$ cat config.mk
export PLATFORM = sky130hd
export DESIGN_NAME = alu_seq_flat
export DESIGN_NICKNAME = d
export VERILOG_FILES = /design/src/rtl/alu_seq_if.sv /design/src/rtl/alu_seq.sv /design/src/flat_wrapper.sv
export SDC_FILE = /design/constraint.sdc
export NUM_CORES = 1
export LEC_CHECK = 0
export BUFFER_PORTS_ARGS = -buffer_cell sky130_fd_sc_hd__buf_2
export CAP_MARGIN = 20
export CORE_AREA = 2 2 186 188
export DETAILED_ROUTE_END_ITERATION = 12
export DIE_AREA = 0 0 188 190
export GPL_TIMING_DRIVEN = 0
export HOLD_SLACK_MARGIN = 0.05
export PLACE_DENSITY_LB_ADDON = 0.15
export SLEW_MARGIN = 10
export SYNTH_ARGS = -nofsm -noshare
export SYNTH_HDL_FRONTEND = slang
export SYNTH_SLANG_ARGS = --single-unit
$ cat constraint.sdc
create_clock -name clk -period 8.2 [get_ports clk]
set_clock_uncertainty 0.15 [all_clocks]
set_input_delay 1.64 -clock clk [delete_from_list [all_inputs] [get_ports clk]]
set_output_delay 1.64 -clock clk [all_outputs]
set_load 0.1 [all_outputs]
$ cat src/rtl/alu_seq_if.sv
// alu_seq_if: request/response bundle between decode and alu_seq.
//   Request : in_valid, in_ready, opcode[2:0], a, b
//   Response: out_valid, out_ready, result_lo, result_hi,
//             flag_zero, flag_carry, flag_ovf, flag_err
// master = requester/consumer side, slave = the ALU.
interface alu_seq_if #(
    parameter int unsigned WIDTH = 16
);
    logic             in_valid;
    logic             in_ready;
    logic [2:0]       opcode;
    logic [WIDTH-1:0] a;
    logic [WIDTH-1:0] b;
    logic             out_valid;
    logic             out_ready;
    logic [WIDTH-1:0] result_lo;
    logic [WIDTH-1:0] result_hi;
    logic             flag_zero;
    logic             flag_carry;
    logic             flag_ovf;
    logic             flag_err;

    modport master (
        output in_valid, opcode, a, b, out_ready,
        input  in_ready, out_valid, result_lo, result_hi,
        input  flag_zero, flag_carry, flag_ovf, flag_err
    );

    modport slave (
        input  in_valid, opcode, a, b, out_ready,
        output in_ready, out_valid, result_lo, result_hi,
        output flag_zero, flag_carry, flag_ovf, flag_err
    );
endinterface

$ cat src/rtl/alu_seq.sv
// alu_seq: handshaked ALU. ADD/SUB/LOAD/STR/AND/XOR complete in one cycle;
// MUL is an iterative unsigned multiply retiring MUL_STEP multiplier bits per
// cycle and returning the full 2*WIDTH product.
// Ports:
//   clk  - clock, rising edge
//   rst  - asynchronous active-low reset
//   bus  - alu_seq_if.slave (request, response, flags)
// Optional: define ALU_SEQ_SIGNED_MUL_EN to turn opcode 011 into MULS
// (signed multiply); otherwise 011 is reserved and raises flag_err.
module alu_seq #(
    parameter int unsigned WIDTH    = 16,
    parameter int unsigned MUL_STEP = 1
) (
    input logic      clk,
    input logic      rst,
    alu_seq_if.slave bus
);
    localparam int unsigned Steps = WIDTH / MUL_STEP;
    localparam int unsigned CntW  = (Steps > 1) ? $clog2(Steps) : 1;

    localparam logic [2:0] OpAdd  = 3'b000;
    localparam logic [2:0] OpSub  = 3'b001;
    localparam logic [2:0] OpMul  = 3'b010;
    localparam logic [2:0] OpRsv  = 3'b011;
    localparam logic [2:0] OpLoad = 3'b100;
    localparam logic [2:0] OpStr  = 3'b101;
    localparam logic [2:0] OpAnd  = 3'b110;
    localparam logic [2:0] OpXor  = 3'b111;

    typedef enum logic [1:0] {StIdle, StMul, StDone} state_e;

    state_e             r_state, w_state_d;
    logic [2*WIDTH-1:0] r_mcand, r_acc;
    logic [WIDTH-1:0]   r_mplier;
    logic [CntW-1:0]    r_cnt;
    logic               r_fin, r_neg;
    logic [WIDTH-1:0]   r_lo, r_hi;
    logic               r_z, r_c, r_o, r_e;

    logic               w_accept, w_is_mul, w_neg;
    logic [WIDTH-1:0]   w_mag_a, w_mag_b;
    logic [WIDTH:0]     w_sum, w_diff;
    logic [WIDTH-1:0]   w_res;
    logic               w_zero, w_c, w_o, w_e;
    logic [2*WIDTH-1:0] w_pp, w_acc_step, w_prod;

    assign w_accept = bus.in_valid & bus.in_ready;

    // Single-cycle datapath, evaluated on the live bus and registered on accept.
    always_comb begin
        w_sum  = {1'b0, bus.a} + {1'b0, bus.b};
        w_diff = {1'b0, bus.a} - {1'b0, bus.b};
        w_res  = '0;
        w_c    = 1'b0;
        w_o    = 1'b0;
        w_e    = 1'b0;
        case (bus.opcode)
            OpAdd: begin
                w_res = w_sum[WIDTH-1:0];
                w_c   = w_sum[WIDTH];
                w_o   = (bus.a[WIDTH-1] == bus.b[WIDTH-1]) &&
                        (w_sum[WIDTH-1] != bus.a[WIDTH-1]);
            end
            OpSub: begin
                w_res = w_diff[WIDTH-1:0];
                w_c   = w_diff[WIDTH];  // borrow == (a < b) unsigned
                w_o   = (bus.a[WIDTH-1] != bus.b[WIDTH-1]) &&
                        (w_diff[WIDTH-1] != bus.a[WIDTH-1]);
            end
            OpLoad, OpStr: w_res = w_sum[WIDTH-1:0];
            OpAnd:         w_res = bus.a & bus.b;
            OpXor:         w_res = bus.a ^ bus.b;
`ifndef ALU_SEQ_SIGNED_MUL_EN
            OpRsv:         w_e = 1'b1;
`endif
            default:       w_res = '0;
        endcase
    end
    assign w_zero = (w_res == '0);

    // Operand conditioning for the multiplier; signed operands become magnitudes.
    always_comb begin
        w_is_mul = (bus.opcode == OpMul);
        w_mag_a  = bus.a;
        w_mag_b  = bus.b;
        w_neg    = 1'b0;
`ifdef ALU_SEQ_SIGNED_MUL_EN
        if (bus.opcode == OpRsv) begin
            w_is_mul = 1'b1;
            w_mag_a  = bus.a[WIDTH-1] ? ('0 - bus.a) : bus.a;
            w_mag_b  = bus.b[WIDTH-1] ? ('0 - bus.b) : bus.b;
            w_neg    = bus.a[WIDTH-1] ^ bus.b[WIDTH-1];
        end
`endif
    end

    assign w_pp       = r_mcand * {{(2*WIDTH-MUL_STEP){1'b0}}, r_mplier[MUL_STEP-1:0]};
    assign w_acc_step = r_acc + w_pp;
    assign w_prod     = r_neg ? ('0 - r_acc) : r_acc;

    always_comb begin
        w_state_d     = r_state;
        bus.in_ready  = 1'b0;
        bus.out_valid = 1'b0;
        case (r_state)
            StIdle: begin
                bus.in_ready = rst;
                if (w_accept) w_state_d = w_is_mul ? StMul : StDone;
            end
            StMul:  if (r_fin) w_state_d = StDone;
            StDone: begin
                bus.out_valid = 1'b1;
                if (bus.out_ready) w_state_d = StIdle;
            end
            default: w_state_d = StIdle;
        endcase
    end

    always_ff @(posedge clk or negedge rst) begin
        if (!rst) begin
            r_state  <= StIdle;
            r_mcand  <= '0;
            r_acc    <= '0;
            r_mplier <= '0;
            r_cnt    <= '0;
            r_fin    <= 1'b0;
            r_neg    <= 1'b0;
            r_lo     <= '0;
            r_hi     <= '0;
            r_z      <= 1'b0;
            r_c      <= 1'b0;
            r_o      <= 1'b0;
            r_e      <= 1'b0;
        end else begin
            r_state <= w_state_d;
            case (r_state)
                StIdle: if (w_accept) begin
                    if (w_is_mul) begin
                        r_mcand  <= {{WIDTH{1'b0}}, w_mag_a};
                        r_mplier <= w_mag_b;
                        r_acc    <= '0;
                        r_cnt    <= CntW'(Steps - 1);
                        r_fin    <= 1'b0;
                        r_neg    <= w_neg;
                    end else begin
                        r_lo <= w_res;
                        r_hi <= '0;
                        r_z  <= w_zero;
                        r_c  <= w_c;
                        r_o  <= w_o;
                        r_e  <= w_e;
                    end
                end
                StMul: begin
                    // After the last step, one extra edge applies the sign fix
                    // and publishes the product.
                    if (r_fin) begin
                        r_lo <= w_prod[WIDTH-1:0];
                        r_hi <= w_prod[2*WIDTH-1:WIDTH];
                        r_z  <= (w_prod == '0);
                        r_c  <= 1'b0;
                        r_o  <= 1'b0;
                        r_e  <= 1'b0;
                    end else begin
                        r_acc    <= w_acc_step;
                        r_mcand  <= r_mcand << MUL_STEP;
                        r_mplier <= r_mplier >> MUL_STEP;
                        if (r_cnt == '0) r_fin <= 1'b1;
                        else             r_cnt <= r_cnt - 1'b1;
                    end
                end
                default: ;
            endcase
        end
    end

    assign bus.result_lo  = r_lo;
    assign bus.result_hi  = r_hi;
    assign bus.flag_zero  = r_z;
    assign bus.flag_carry = r_c;
    assign bus.flag_ovf   = r_o;
    assign bus.flag_err   = r_e;
endmodule

$ cat src/flat_wrapper.sv
// flat-port wrapper written by rule: the top's interface ports become plain ports
module alu_seq_flat 
#(
    parameter int unsigned WIDTH    = 16,
    parameter int unsigned MUL_STEP = 1
)
  (clk, rst, bus_in_valid, bus_opcode, bus_a, bus_b, bus_out_ready, bus_in_ready, bus_out_valid, bus_result_lo, bus_result_hi, bus_flag_zero, bus_flag_carry, bus_flag_ovf, bus_flag_err);
  alu_seq_if #(.WIDTH(WIDTH)) bus_i ();
  input logic clk;
  input logic rst;
  input wire logic [$bits(bus_i.in_valid)-1:0] bus_in_valid;
  input wire logic [$bits(bus_i.opcode)-1:0] bus_opcode;
  input wire logic [$bits(bus_i.a)-1:0] bus_a;
  input wire logic [$bits(bus_i.b)-1:0] bus_b;
  input wire logic [$bits(bus_i.out_ready)-1:0] bus_out_ready;
  output wire logic [$bits(bus_i.in_ready)-1:0] bus_in_ready;
  output wire logic [$bits(bus_i.out_valid)-1:0] bus_out_valid;
  output wire logic [$bits(bus_i.result_lo)-1:0] bus_result_lo;
  output wire logic [$bits(bus_i.result_hi)-1:0] bus_result_hi;
  output wire logic [$bits(bus_i.flag_zero)-1:0] bus_flag_zero;
  output wire logic [$bits(bus_i.flag_carry)-1:0] bus_flag_carry;
  output wire logic [$bits(bus_i.flag_ovf)-1:0] bus_flag_ovf;
  output wire logic [$bits(bus_i.flag_err)-1:0] bus_flag_err;
  assign bus_i.in_valid = bus_in_valid;
  assign bus_i.opcode = bus_opcode;
  assign bus_i.a = bus_a;
  assign bus_i.b = bus_b;
  assign bus_i.out_ready = bus_out_ready;
  assign bus_in_ready = bus_i.in_ready;
  assign bus_out_valid = bus_i.out_valid;
  assign bus_result_lo = bus_i.result_lo;
  assign bus_result_hi = bus_i.result_hi;
  assign bus_flag_zero = bus_i.flag_zero;
  assign bus_flag_carry = bus_i.flag_carry;
  assign bus_flag_ovf = bus_i.flag_ovf;
  assign bus_flag_err = bus_i.flag_err;
  alu_seq #(.WIDTH(WIDTH), .MUL_STEP(MUL_STEP)) u_core (.clk(clk), .rst(rst), .bus(bus_i));
endmodule
Yosys cells after proc, flatten, opt, wreduce, memory -nomap -nowiden:

Cells that the tools add are included.

* register bits: 123
* input bits: 39
* output and inout bits: 38
* word-level logic and storage cells: 109

* $add $sub $neg: 4
* multipliers: 1
* equal/unequal tests: 20
* multiplexer cells: 55
* bitwise gates (word level): 3
* reduce and logical (&&, ||, !) cells: 14

Operator list (count)
* $mux W32: 6
* $mux W16: 9
* $pmux W32 S2: 2
* $pmux W16 S2: 3
* $pmux W16 S4: 1
* $add A32 B32 Y32: 1
* $logic_not A32 Y1: 1
* $mul A32 B1 Y32: 1
* $add A16 B16 Y17: 1
* $mux W1: 17
* $sub A16 B16 Y17: 1
* $and A16 B16 Y16: 1
* $logic_not A16 Y1: 1
* $mux W4: 4
* $xor A16 B16 Y16: 1
* $pmux W1 S2: 7
* $eq A3 B3 Y1 const B: 4
* $mux W2: 4
* $ne A2 B2 Y1 const B: 4
* $pmux W4 S2: 1
* $reduce_and A4 Y1: 2
* $eq A3 B2 Y1 const B: 2
* $ne A2 B1 Y1 const B: 3
* $pmux W2 S3: 1
* other kinds (15): 19

Logic depth before layout (Yosys ltp):

* word-level depth: 7
* gate-level depth with buffers: 13

Worst setup path after synthesis:

OpenSTA, ideal clock, no wires.

* path kind: input to register
* start: input port bus_b[1]
* end: register u_core.r_lo[13], in the netlist u_core.bus.result_lo[13]
* library setup time: 0.126 ns
* data arrival time: 4.031 ns
* required time: 7.924 ns
* path slack: 3.893 ns
* stages: 11
* cell sequence: inv_1 ha_1 nand2b_4 a2111o_1 a311oi_2 o21ai_1 o21bai_1 mux2_1 a211oi_2 o21ai_1 mux2_2

* word-level cells in the longest chain between the ends: 5
* elaborated cells on any way between the ends: 6
* those cells by class: add/sub (2); mux (4)

Ends and longest elaborated chain
* start: declaration: RTL line flat_wrapper.sv:14 `input wire logic [$bits(bus_i.b)-1:0] bus_b;`
* $add A16 B16 Y17 or $sub A16 B16 Y17 (tied branches): RTL line alu_seq.sv:51, alu_seq.sv:52
* $pmux W16 S4 *: RTL line alu_seq.sv:57 `case (bus.opcode)`
* $mux W16 *: RTL line alu_seq.sv:138 `if (w_is_mul) begin`
* $mux W16 *: RTL line alu_seq.sv:137 `StIdle: if (w_accept) begin`
* $pmux W16 S2 *: RTL line alu_seq.sv:136 `case (r_state)`
* end signal: assignment: RTL line alu_seq.sv:146 `r_lo <= w_res;`
* end signal: assignment: RTL line alu_seq.sv:158 `r_lo <= w_prod[WIDTH-1:0];`
* end: declaration: RTL line alu_seq.sv:37 `logic [WIDTH-1:0] r_lo, r_hi;`

Every way passes the cells marked *; elsewhere a longest branch is shown, timed or not. The select of a mux whose other input is x is not followed.
A chain may end at the register's enable or synchronous reset.

Worst setup path after layout:

* start: input port bus_b[0]
* end: register u_core.r_z, in the netlist u_core.bus.flag_zero

* word-level cells in the longest chain between the ends: 6
* elaborated cells on any way between the ends: 9
* those cells by class: add/sub (2); mux (4); bitwise (2); reduce/logical (1)

Ends and longest elaborated chain
* $add A16 B16 Y17, or another cell as far along: RTL line alu_seq.sv:51 `w_sum = {1'b0, bus.a} + {1'b0, bus.b};`
* $pmux W16 S4 *: RTL line alu_seq.sv:57
* $logic_not A16 Y1 *: RTL line alu_seq.sv:79 `assign w_zero = (w_res == '0);`
* $mux W1 *: RTL line alu_seq.sv:138
* $mux W1 *: RTL line alu_seq.sv:137
* $pmux W1 S2 *: RTL line alu_seq.sv:136
* end signal: assignment: RTL line alu_seq.sv:148 `r_z <= w_zero;`
* end signal: assignment: RTL line alu_seq.sv:160 `r_z <= (w_prod == '0);`
* end: declaration: RTL line alu_seq.sv:38 `logic r_z, r_c, r_o, r_e;`

Marks and branches as above.

==> flow_summary.ini <==
[sta]
min_clock_period_post_route_ns = 4.62
grt_setup_unrepaired = no
finalCritPeriodShare = 0.564
worst_slew_margin_rel = 0.433
report.final.hold_viol_count = 0
report.final.slew_viol_count = 0
worst_margin_pin_slew_ns = 0.850
setup_viol = 0
fin_ws_ns = 3.58
fmaxAchievable_mhz = 216
fin_setup_tns_ns = 0

[cts]
cts-root-buf = sky130_fd_sc_hd__clkbuf_16
cts.repair.resized = 0
cts_hold_buffers = 0
clk-insertion-delay-late_ns = 0.44
cts_buffer_depth = 2
tritoncts = yes
clk_pin_slew_ns = 0.06
numCtsBuffers = 17
cts.repair_timing.setup_buffer_count = 0
cts.sinks = 123
number_of_levels_in_the_clock_h_tree = 4

[floorplan]
initial_utilization = 0.265
dieHeight_um = 190
die_area_mm2 = 0.0357
floorplan.core_area_mm2 = 0.0339
die_x_um = 188
standard_cell_row_count = 68
ioPinCount = 77

[drt]
first_iter_violations = 556
viasPerCell = 5.19
via_count = 8457
post_drt_wl_per_cell_um = 19.4
total_routed_length_um = 31600
postRouteAntennaNets = 0
drc = 0
drtPass1Iterations = 5

[synthesis]
synth_edf_count = 0
netlist_area_mm2 = 0.00899
synth_warnings = 0
yosys.cell_types.count = 77
syn_inst = 1064
synth_seq_area_share = 0.343
ys_ff_latch = 123
ys_async_sr_fraction = 1.00
postSynthAreaPerCell_um2 = 8.45
synth.net_count = 1171
yosys_most_used_dff = sky130_fd_sc_hd__dfrtp_1

[placement]
io_buffers = 76
detailed_place_hpwl_um = 24300
gp_congestion = 0.886
dpl_worst_slack_ns = 3.22

[setup_path]
worstSetupEndpoint = u_core.bus.flag_zero
cp_num_cells = 13
critical_path.most_common_cell = sky130_fd_sc_hd__o221ai_1
crit_chain = buf_2, ha_1, inv_1, fa_1, nor2_1, o221ai_1, a211oi_1, o21ai_1, mux2i_1, o221ai_1, nor4_2, nand4b_1, o31ai_2
critical_path.slowest_cell = sky130_fd_sc_hd__a211oi_1
critical_path_required_ns = 8.39
r2r.worst_path.cells = 12
startpoint = bus_b[0]
critical_path.max_fanout = 4
cp-start-kind = input pin
slowest_delay_ns = 0.50
crit_arrival_ns = 4.81
critical_path.top_delay_family = compound AO/OA/AOI/OAI gates
reg2reg_slack_ns = 4.24
crit-reg2reg-capture = u_core.r_acc[31]
setup.worst_path.class = in -> reg
worstSetupEndpointType = register
r2r-start = u_core.r_mplier[0]
worstPathBufferInverterCount = 2

[global_routing]
wire_length_of_the_first_global_routing_pass_um = 49600
grt_usage = 0.181
pin_count_of_the_biggest_net_entering_global_routing = 78
gr-max-usage-layer = met2
grt_remaining_overflow = 0
grt_use_met1 = 0.253
number_of_global_route_vias_before_repair = 8448
gr-usage-met3 = 0.0273
use_met2 = 0.282
number_of_antenna_violations_at_the_first_check_in_global_routing = 1

[power_and_ir_drop]
worst_ir_drop_vdd_v = 0.000203
power.static_leakage_uw = 0.00492
powerDensity_mw_per_mm2 = 305

[layout]
layout.cells.most_common_list = sky130_fd_sc_hd__nand2_1, sky130_fd_sc_hd__dfrtp_1, sky130_fd_sc_hd__nor2_1, sky130_fd_sc_hd__buf_2, sky130_fd_sc_hd__ha_1
mostFrequentLayoutCell = sky130_fd_sc_hd__nand2_1
fill_cells = 3675
nets = 1267
postLayoutCoreUtil = 0.312
area.growth.synth_to_final_pct = 17.8
antenna-diode-count = 0
drive_gt1_frac = 0.106

[min_path]
min-delay-path-class = reg -> reg
depth_of_the_worst_hold_timing_path = 1

[run_status]
status = complete, no violations

[job]
max_cap_viol_count = 0
## power by group
group          internal, µW  total [µW]  switching (µW)
clock network           498         814             316
logic                   477        1440             962
registers               795         977             182
total                  1770        3230            1460
## cell usage after synthesis (all sizes together), types with 4 or more instances
master | n | area share
o2111ai | 4 | 0.0039
o31ai | 10 | 0.0089
nand3 | 21 | 0.012
nor2b | 11 | 0.0077
o21a | 9 | 0.0075
a311oi | 5 | 0.0056
nand2 | 138 | 0.058
inv | 50 | 0.021
a221o | 5 | 0.0056
or3 | 9 | 0.0063
nor2 | 82 | 0.034
nand2b | 8 | 0.0064
a211oi | 13 | 0.011
a221oi | 6 | 0.0058
a21o | 25 | 0.021
nor3 | 16 | 0.0089
clkbuf | 55 | 0.023
a211o | 4 | 0.0039
dfrtp | 123 | 0.34
a22o | 41 | 0.040
and2 | 36 | 0.025
or2 | 5 | 0.0035
o21bai | 12 | 0.010
o21ai | 62 | 0.035
nor4 | 17 | 0.013
a31oi | 41 | 0.029
nor3b | 4 | 0.0033
xor2 | 14 | 0.014
ha | 65 | 0.091
mux2i | 18 | 0.020
and3 | 6 | 0.0042
o211ai | 12 | 0.010
a21oi | 59 | 0.033
o22ai | 8 | 0.0056
xnor2 | 19 | 0.019
## sequential cells by signal, summed over array words and instances (netlist names), 2 cells and up
name,cells
u_core.r_state,2
u_core.bus.result_hi,16
u_core.r_mplier,16
u_core.r_acc,32
u_core.r_mcand,32
u_core.bus.result_lo,16
u_core.r_cnt,4
## metal layers
layer | vias up | share of wire
li1 | 4088 | -
met1 | 4141 | 0.49
met2 | 192 | 0.44
met3 | 36 | 0.039
met4 | 0 | 0.023
met5 | - | 0
## how the worst min path moves through the flow
| stage | startpoint | endpoint |
|---|---|---|
| finish | u_core.bus.result_lo[8] | u_core.bus.result_lo[8] |
| global route | u_core.bus.result_lo[7] | u_core.bus.result_lo[7] |
| floorplan | u_core.r_mplier[15] | u_core.r_mplier[15] |
| CTS | u_core.bus.result_lo[8] | u_core.bus.result_lo[8] |
| global placement | u_core.bus.result_lo[8] | u_core.bus.result_lo[8] |
| detailed placement | u_core.bus.result_lo[8] | u_core.bus.result_lo[8] |
## per-stage QoR
step	total power (µW)	hold slack [ns]	cells	instance area (µm²)
3_3_place_gp	2420	0.312	1595	9940
5_1_grt	3450	0.364	1628	10600
6_report	3230	0.330	1628	10600
3_5_place_dp	2420	0.319	1596	9970
4_1_cts	3260	0.332	1628	10600
2_1_floorplan	2050	0.298	1064	8990
## area by class of cell
cell class / count / area, µm² / area share
multi-input combinational: 833 / 5500 / 0.520
sequential: 123 / 3080 / 0.291
tap: 455 / 569 / 0.0538
clock buffer: 20 / 457 / 0.0431
timing repair buffer: 77 / 414 / 0.0391
buffer: 58 / 219 / 0.0207
inverter: 50 / 188 / 0.0177
clock inverter: 12 / 160 / 0.0151
## cells by family after synthesis
family                     count (synthesis)  synth area share
xor gates and xnor gates                  33            0.0322
DFF                                      123             0.343
muxes                                     20            0.0226
adders and majority gates                 68            0.0972
and+or+nand+nor                          364             0.191
AOI/OAI and AO/OA                        348             0.269
buffers and inverters                    108            0.0453
No activity file was read; power rests on OpenSTA's default activity.
